### config.mk
export PLATFORM = sky130hd
export DESIGN_NAME = fp_compare_pipe
export DESIGN_NICKNAME = d
export VERILOG_FILES = /design/src/rtl/fp_compare_pipe.sv
export SDC_FILE = /design/constraint.sdc
export NUM_CORES = 1
export LEC_CHECK = 0
export CAP_MARGIN = 20
export CORE_ASPECT_RATIO = 0.7
export CORE_MARGIN = 1
export CORE_UTILIZATION = 38
export DETAILED_ROUTE_END_ITERATION = 7
export HOLD_SLACK_MARGIN = 0.1
export PLACE_DENSITY = 0.77
export SYNTH_ARGS = -nofsm -noshare
export SYNTH_HDL_FRONTEND = slang
export SYNTH_SLANG_ARGS = --single-unit
export TNS_END_PERCENT = 10
### constraint.sdc
create_clock -name clk -period 1.65 [get_ports clk]
set_clock_uncertainty 0.15 [all_clocks]
set_input_delay 0.2475 -clock clk [delete_from_list [all_inputs] [get_ports clk]]
set_output_delay 0.2475 -clock clk [all_outputs]
set_load 0.02 [all_outputs]
### src/rtl/fp_compare_pipe.sv
// fp_compare_pipe: elastic pipelined comparator for FloPoCo floats {exc,sign,exp,frac}.
// Define FPCMP_MINMAX_EN to add the min_out/max_out ports.
module fp_compare_pipe #(
    parameter int WE     = 11,
    parameter int WF     = 17,
    parameter int STAGES = 2
) (
    input  logic             clk,
    input  logic             rst,
    input  logic             in_valid,
    output logic             in_ready,
    input  logic [WE+WF+2:0] inA,
    input  logic [WE+WF+2:0] inB,
    input  logic [2:0]       op,
    output logic             out_valid,
    input  logic             out_ready,
    output logic             result,
    output logic             less,
    output logic             equal,
    output logic             greater,
    output logic             unordered
`ifdef FPCMP_MINMAX_EN
    ,
    output logic [WE+WF+2:0] min_out,
    output logic [WE+WF+2:0] max_out
`endif
);
    localparam int W = WE + WF + 3;
`ifdef FPCMP_MINMAX_EN
    localparam int PW = 9 + 2 * W;
`else
    localparam int PW = 9;
`endif

    if (STAGES < 1 || STAGES > 3) begin : g_bad_stages
        $error("fp_compare_pipe: STAGES must be in 1..3");
    end

    logic          w_adv;
    logic [W-2:0]  w_ka, w_kb;
    logic [PW-1:0] w_p [0:STAGES-1];
    logic          w_v [0:STAGES-1];

    // A stalled output freezes every stage at once.
    assign w_adv    = out_ready | ~out_valid;
    assign in_ready = w_adv;

    // Class-major key; zero and inf drop exp/frac so all zeros tie and all infs tie.
    assign w_ka = {inA[W-1:W-2], inA[W-4:0] & {(W-3){inA[W-1:W-2] == 2'b01}}};
    assign w_kb = {inB[W-1:W-2], inB[W-4:0] & {(W-3){inB[W-1:W-2] == 2'b01}}};

    assign w_v[0] = in_valid;
    assign w_p[0] = {
`ifdef FPCMP_MINMAX_EN
        inA, inB,
`endif
        op, w_ka < w_kb, w_ka == w_kb, inA[W-3], inB[W-3],
        (inA[W-1:W-2] == 2'b00) & (inB[W-1:W-2] == 2'b00),
        (&inA[W-1:W-2]) | (&inB[W-1:W-2])};

    for (genvar k = 1; k < STAGES; k++) begin : g_stage
        logic [PW-1:0] r_p;
        logic          r_v;
        // Compare-result register(s); bubbles travel as r_v=0.
        always_ff @(posedge clk or negedge rst) begin
            if (!rst) begin
                r_v <= 1'b0;
                r_p <= '0;
            end else if (w_adv) begin
                r_v <= w_v[k-1];
                r_p <= w_p[k-1];
            end
        end
        assign w_v[k] = r_v;
        assign w_p[k] = r_p;
    end

    logic [PW-1:0] w_f;
    logic [2:0]    w_op;
    logic          w_mlt, w_meq, w_sa, w_sb, w_zz, w_un;
    logic          w_lt, w_eq, w_gt, w_res;

    assign w_f = w_p[STAGES-1];
    assign {w_op, w_mlt, w_meq, w_sa, w_sb, w_zz, w_un} = w_f[8:0];

    // Signs flip the magnitude order; both-zero is equal whatever the signs.
    assign w_eq = ~w_un & (w_zz | ((w_sa == w_sb) & w_meq));
    assign w_lt = ~w_un & ~w_zz & ((w_sa != w_sb) ? w_sa : (w_sa ? ~(w_mlt | w_meq) : w_mlt));
    assign w_gt = ~w_un & ~w_eq & ~w_lt;

    // Predicate select; reserved codes yield 0.
    always_comb begin
        w_res = (w_op == 3'd0) ? w_lt :
                (w_op == 3'd1) ? (w_lt | w_eq) :
                (w_op == 3'd2) ? w_eq :
                (w_op == 3'd3) ? w_gt :
                (w_op == 3'd4) ? (w_gt | w_eq) :
                (w_op == 3'd5) ? ~w_eq : 1'b0;
    end

    // Output register; bubbles update flags too so nothing stale lingers.
    always_ff @(posedge clk or negedge rst) begin
        if (!rst) begin
            out_valid <= 1'b0;
            result    <= 1'b0;
            less      <= 1'b0;
            equal     <= 1'b0;
            greater   <= 1'b0;
            unordered <= 1'b0;
        end else if (w_adv) begin
            out_valid <= w_v[STAGES-1];
            result    <= w_res;
            less      <= w_lt;
            equal     <= w_eq;
            greater   <= w_gt;
            unordered <= w_un;
        end
    end

`ifdef FPCMP_MINMAX_EN
    logic [W-1:0] w_a, w_b, w_min, w_max, w_nan;

    assign {w_a, w_b} = w_f[PW-1:9];
    assign w_nan = {2'b11, {(W-2){1'b0}}};
    assign w_min = w_un ? w_nan : (w_gt ? w_b : w_a);
    assign w_max = w_un ? w_nan : (w_lt ? w_b : w_a);

    // Min/max registers, aligned with out_valid; ties pick A.
    always_ff @(posedge clk or negedge rst) begin
        if (!rst) begin
            min_out <= '0;
            max_out <= '0;
        end else if (w_adv) begin
            min_out <= w_min;
            max_out <= w_max;
        end
    end
`endif

endmodule

# Yosys cells after proc, flatten, opt, wreduce, memory -nomap -nowiden
# Cells that the tools add are included.
# totals
out_inout_bits	7
inputBits	69
regBits	16
word_cells	53
# classes
n_reduce_logical	5
n_mux	8
bitwise	21
eq_ne	10
magnitude_cmp	1
# ops
op	n
$and 28x28->28	2
$eq 30x30->1	1
$lt 30x30->1	1
$mux 1	8
$and 1x1->1	7
$eq 3x2->1 const B	2
$eq 3x3->1 const B	2
$not 1->1	6
$or 1x1->1	6
$eq 2x1->1 const B	2
$logic_not 2->1	2
$reduce_and 2->1	2
$eq 3x1->1 const B	1
$logic_not 3->1	1
$eq 1x1->1	1
$ne 1x1->1	1

# Longest topological paths before layout
# depth
ltp_word	13
mapped_depth	10
mapped_depth_nobuf	9

# Least setup slack after synthesis
# OpenSTA, ideal clock, no wires.
# synth_path
kind	in2reg
start	input port inB[29]
end	register g_stage[1].r_p[5]
setup_slack_ns	-0.732
n_path_buf	1
setup_ns	0.124
t_arrival_ns	2.107
required_time_ns	1.376
path_stages	10
cell_sequence	inv_1 -> nor2_1 -> clkbuf_1 -> nand2_1 -> ha_1 -> and4_1 -> nor4bb_1 -> o21ai_0 -> a21oi_1 -> o41ai_1
# synth_between
elab_chain_len	3
# synth_lines
item	line_no	text
from (decl)	13	input logic [WE+WF+2:0] inB,
$eq 2x1->1	50	assign w_kb = {inB[W-1:W-2], inB[W-4:0] & {(W-3){inB[W-1:W-2] == 2'b01}}};
$and 28x28->28	50	
$lt 30x30->1 *	57	op, w_ka < w_kb, w_ka == w_kb, inA[W-3], inB[W-3],
to (signal assigned)	71	r_p <= w_p[k-1];
to (decl)	62	logic [PW-1:0] r_p;
# Every way passes the cells marked *; elsewhere a longest branch is shown, timed or not.
# A chain may end at the register's enable or synchronous reset.

# Worst setup path in the final report
# layout_path
start	input port inA[29]
end	register g_stage[1].r_p[5]
# layout_between
elab_chain_len	3
# layout_lines
item	line_no	text
from (decl)	12	input logic [WE+WF+2:0] inA,
$eq 2x1->1	49	assign w_ka = {inA[W-1:W-2], inA[W-4:0] & {(W-3){inA[W-1:W-2] == 2'b01}}};
$and 28x28->28	49	
$lt 30x30->1 *	57	
# Marks and branches as above.

==> metrics.txt <==
largest fanout on the critical path 7; Cell Area, Synth around 1700 µm²; vias in the first global route a little over 2,000; Final min period approximately 2100 ps; status finished with violations; largest net degree at the start of global routing 17; cts hold-fix bufs 0; Netlist cell types 35; total track usage about a quarter; Via density 5.292; total CTS buffers 3; WP data arrival between 2000 and 2500 ps; Critical Path RT between 1500 and 2000 ps; die area 4771 µm²; Pwr per Cell Area between 500 and 600 nW/µm²; Residual DRC 0; highest clock rate just under 0.5 GHz; most frequent cells in the layout clkdlybuf4s50_1, nand2_1, buf_4; Tightest Hold Check Type input port to async pin; CP Capture Type register; Worst-Margin Slew 389.5 ps; Main synth FF type dfrtp_1; total number of vias 2,027; Routed Antenna Nets 0; TritonCTS Sinks 16; Yosys warnings 0; VDD IR max just over 0.6 mV; Wirelength per Cell around 15 µm; top cell type by total area after synthesis dfrtp_1; Ant. Diodes 0; Hold Vio Cnt, Final 0; antenna violations before repair 0; first-pass GRT wire length roughly 9.5 mm; Cells after Synth around 220; RSZ-0062 raised after global routing true; most common cell after layout, fill and taps aside clkdlybuf4s50_1; DRT iter0 DRCs ~150; layout cells sized above 1 around 34%; Leak 1.411 nW; Mapped Avg Cell Area 7.728 µm²; buffers added on ports 75; core region area around 4100 µm²; Die Wd between 80 and 90 µm; Clk Latency, worst-skew pair 260 ps; post-DP HPWL approximately 4.3 mm; IO Count 76; type of the worst setup path input port to register; CP Launch Type input port; dpl cell area roughly 3000 µm²; Mapped Nets between 300 and 400; FFs w/ async S/R, synth between 90% and 100%; effective utilization at floorplan between 40% and 50%; share of the synthesized area in the top cell type a little under a quarter; CTS clk-pin slew, worst paths approximately 70 ps; Placer Congestion 0.8096; Rel. slew slack between 70% and 80%; Slew Limit Fails 0; register area share after synthesis around a quarter; top post-synthesis cells by area dfrtp_1, ha_1, nand2_1; failing checks negative setup slack; Final Net Count 431; total power around 0.0018 W; total gr overflow 0; CTS Root Cell clkbuf_8; CTS tree done; DIE HEIGHT 58.09 µm; max_cap viols 0; H-tree lvl count 1; Final Cycle Share 125.1%; final setup margin -413.7 ps; CTS max path bufs 2; design area roughly 3300 µm²; synthesized flop and latch total 16; Rows 19; area delta synth->final 91.14%; first-pass detailed-route iteration total 4; Post-Route WL approximately 6 mm; final setup violation count 3; EDFF count, synth 0
[stage by stage]
step | worst slack, ps | TNS (ps) | std cells | hold slack [ps] | util, %
2_1_floorplan | -426.5 | -1202 | 221 | -198.1 | -
3_3_place_gp | -1026 | -2386 | 368 | 289.8 | 72.62
3_5_place_dp | -1098 | -2515 | 368 | 300.7 | 72.62
4_1_cts | -302.8 | -670.3 | 381 | 157.0 | 77.91
5_1_grt | -542.2 | -1195 | 383 | 158.5 | 79.37
6_report | -413.7 | -878.0 | 383 | 165.5 | 79.37
[report_power, final]
part / total, W / switching (W) / leakage, nW / internal (W)
logic: 0.000907 / 0.000395 / 1.19 / 0.000513
clock network: 0.000355 / 0.000143 / 0.0288 / 0.000212
registers: 0.000501 / 0.0000459 / 0.197 / 0.000455
[Yosys cell counts, drive strengths merged, types with 2 or more instances]
library cell	number
a21o	3
nor2b	3
clkbuf	8
o211ai	2
nand4	3
and4	4
and2b	2
nor3	2
and2	27
nand3	3
inv	5
nand2	59
nand2b	2
nor2	8
o21ai	8
a211oi	3
ha	30
dfrtp	16
a21oi	18
[routing by layer]
metal	up-vias	track usage [%]	wire length [µm]
met5	-	0	0
met4	0	4.010	20
met3	4	4.252	317
met2	68	45.57	2894
met1	953	35.29	2610
li1	1002	-	-
[worst paths after layout]
kind	endpoint	cells past startpoint	slack, ps	startpoint
min in group clk	g_stage[1].r_p[0]	3	170	inB[30]
max reg2reg	result	5	-240	g_stage[1].r_p[0]
min	g_stage[1].r_p[8]	2	170	rst
min reg2reg	g_stage[1].r_v	2	310	g_stage[1].r_v
max in group asynchronous	unordered	2	990	rst
max	g_stage[1].r_p[5]	9	-410	inA[29]
[repair_timing]
item | in CTS | in global routing
endpoints found under the setup margin | 4 | 4
pin swaps | 18 | 7
setup buffers | 8 | 3
gates cloned | 2 | 0
gates resized for setup | 52 | 13
[logic make-up (layout without fill, tap and decap cells)]
logic type	Yosys count	in the layout	share of synthesized area, %
compound gates	44	44	16.48
xor+xnor	1	1	0.5129
fa+ha+maj	30	30	21.98
buf+inv	13	122	2.857
flops	16	16	23.44
simple gates	117	118	34.73
[critical path, cell delays in order]
cell and delay [ps]:
buf_8 80, nor2b_4 260, and2_4 210, ha_4 200, a211oi_2 220, nor2_1 90, a2111oi_2 340, a21oi_2 110
o41ai_1 310
[sequential cells by signal (all words and copies together) (netlist names)]
register and cells:
out_valid 1, equal 1, less 1, g_stage.r_v 1
result 1, g_stage.r_p 9, unordered 1, greater 1
[layout make-up]
type,instances,area [µm²]
fillers,271,848.3
repair buffers,113,1079
multi-input cells,193,1647
well taps,52,65.06
flip-flops and latches,16,400.4
inverters,5,18.77
clock buffers,4,55.05
Power figures use the tool's default switching activity.
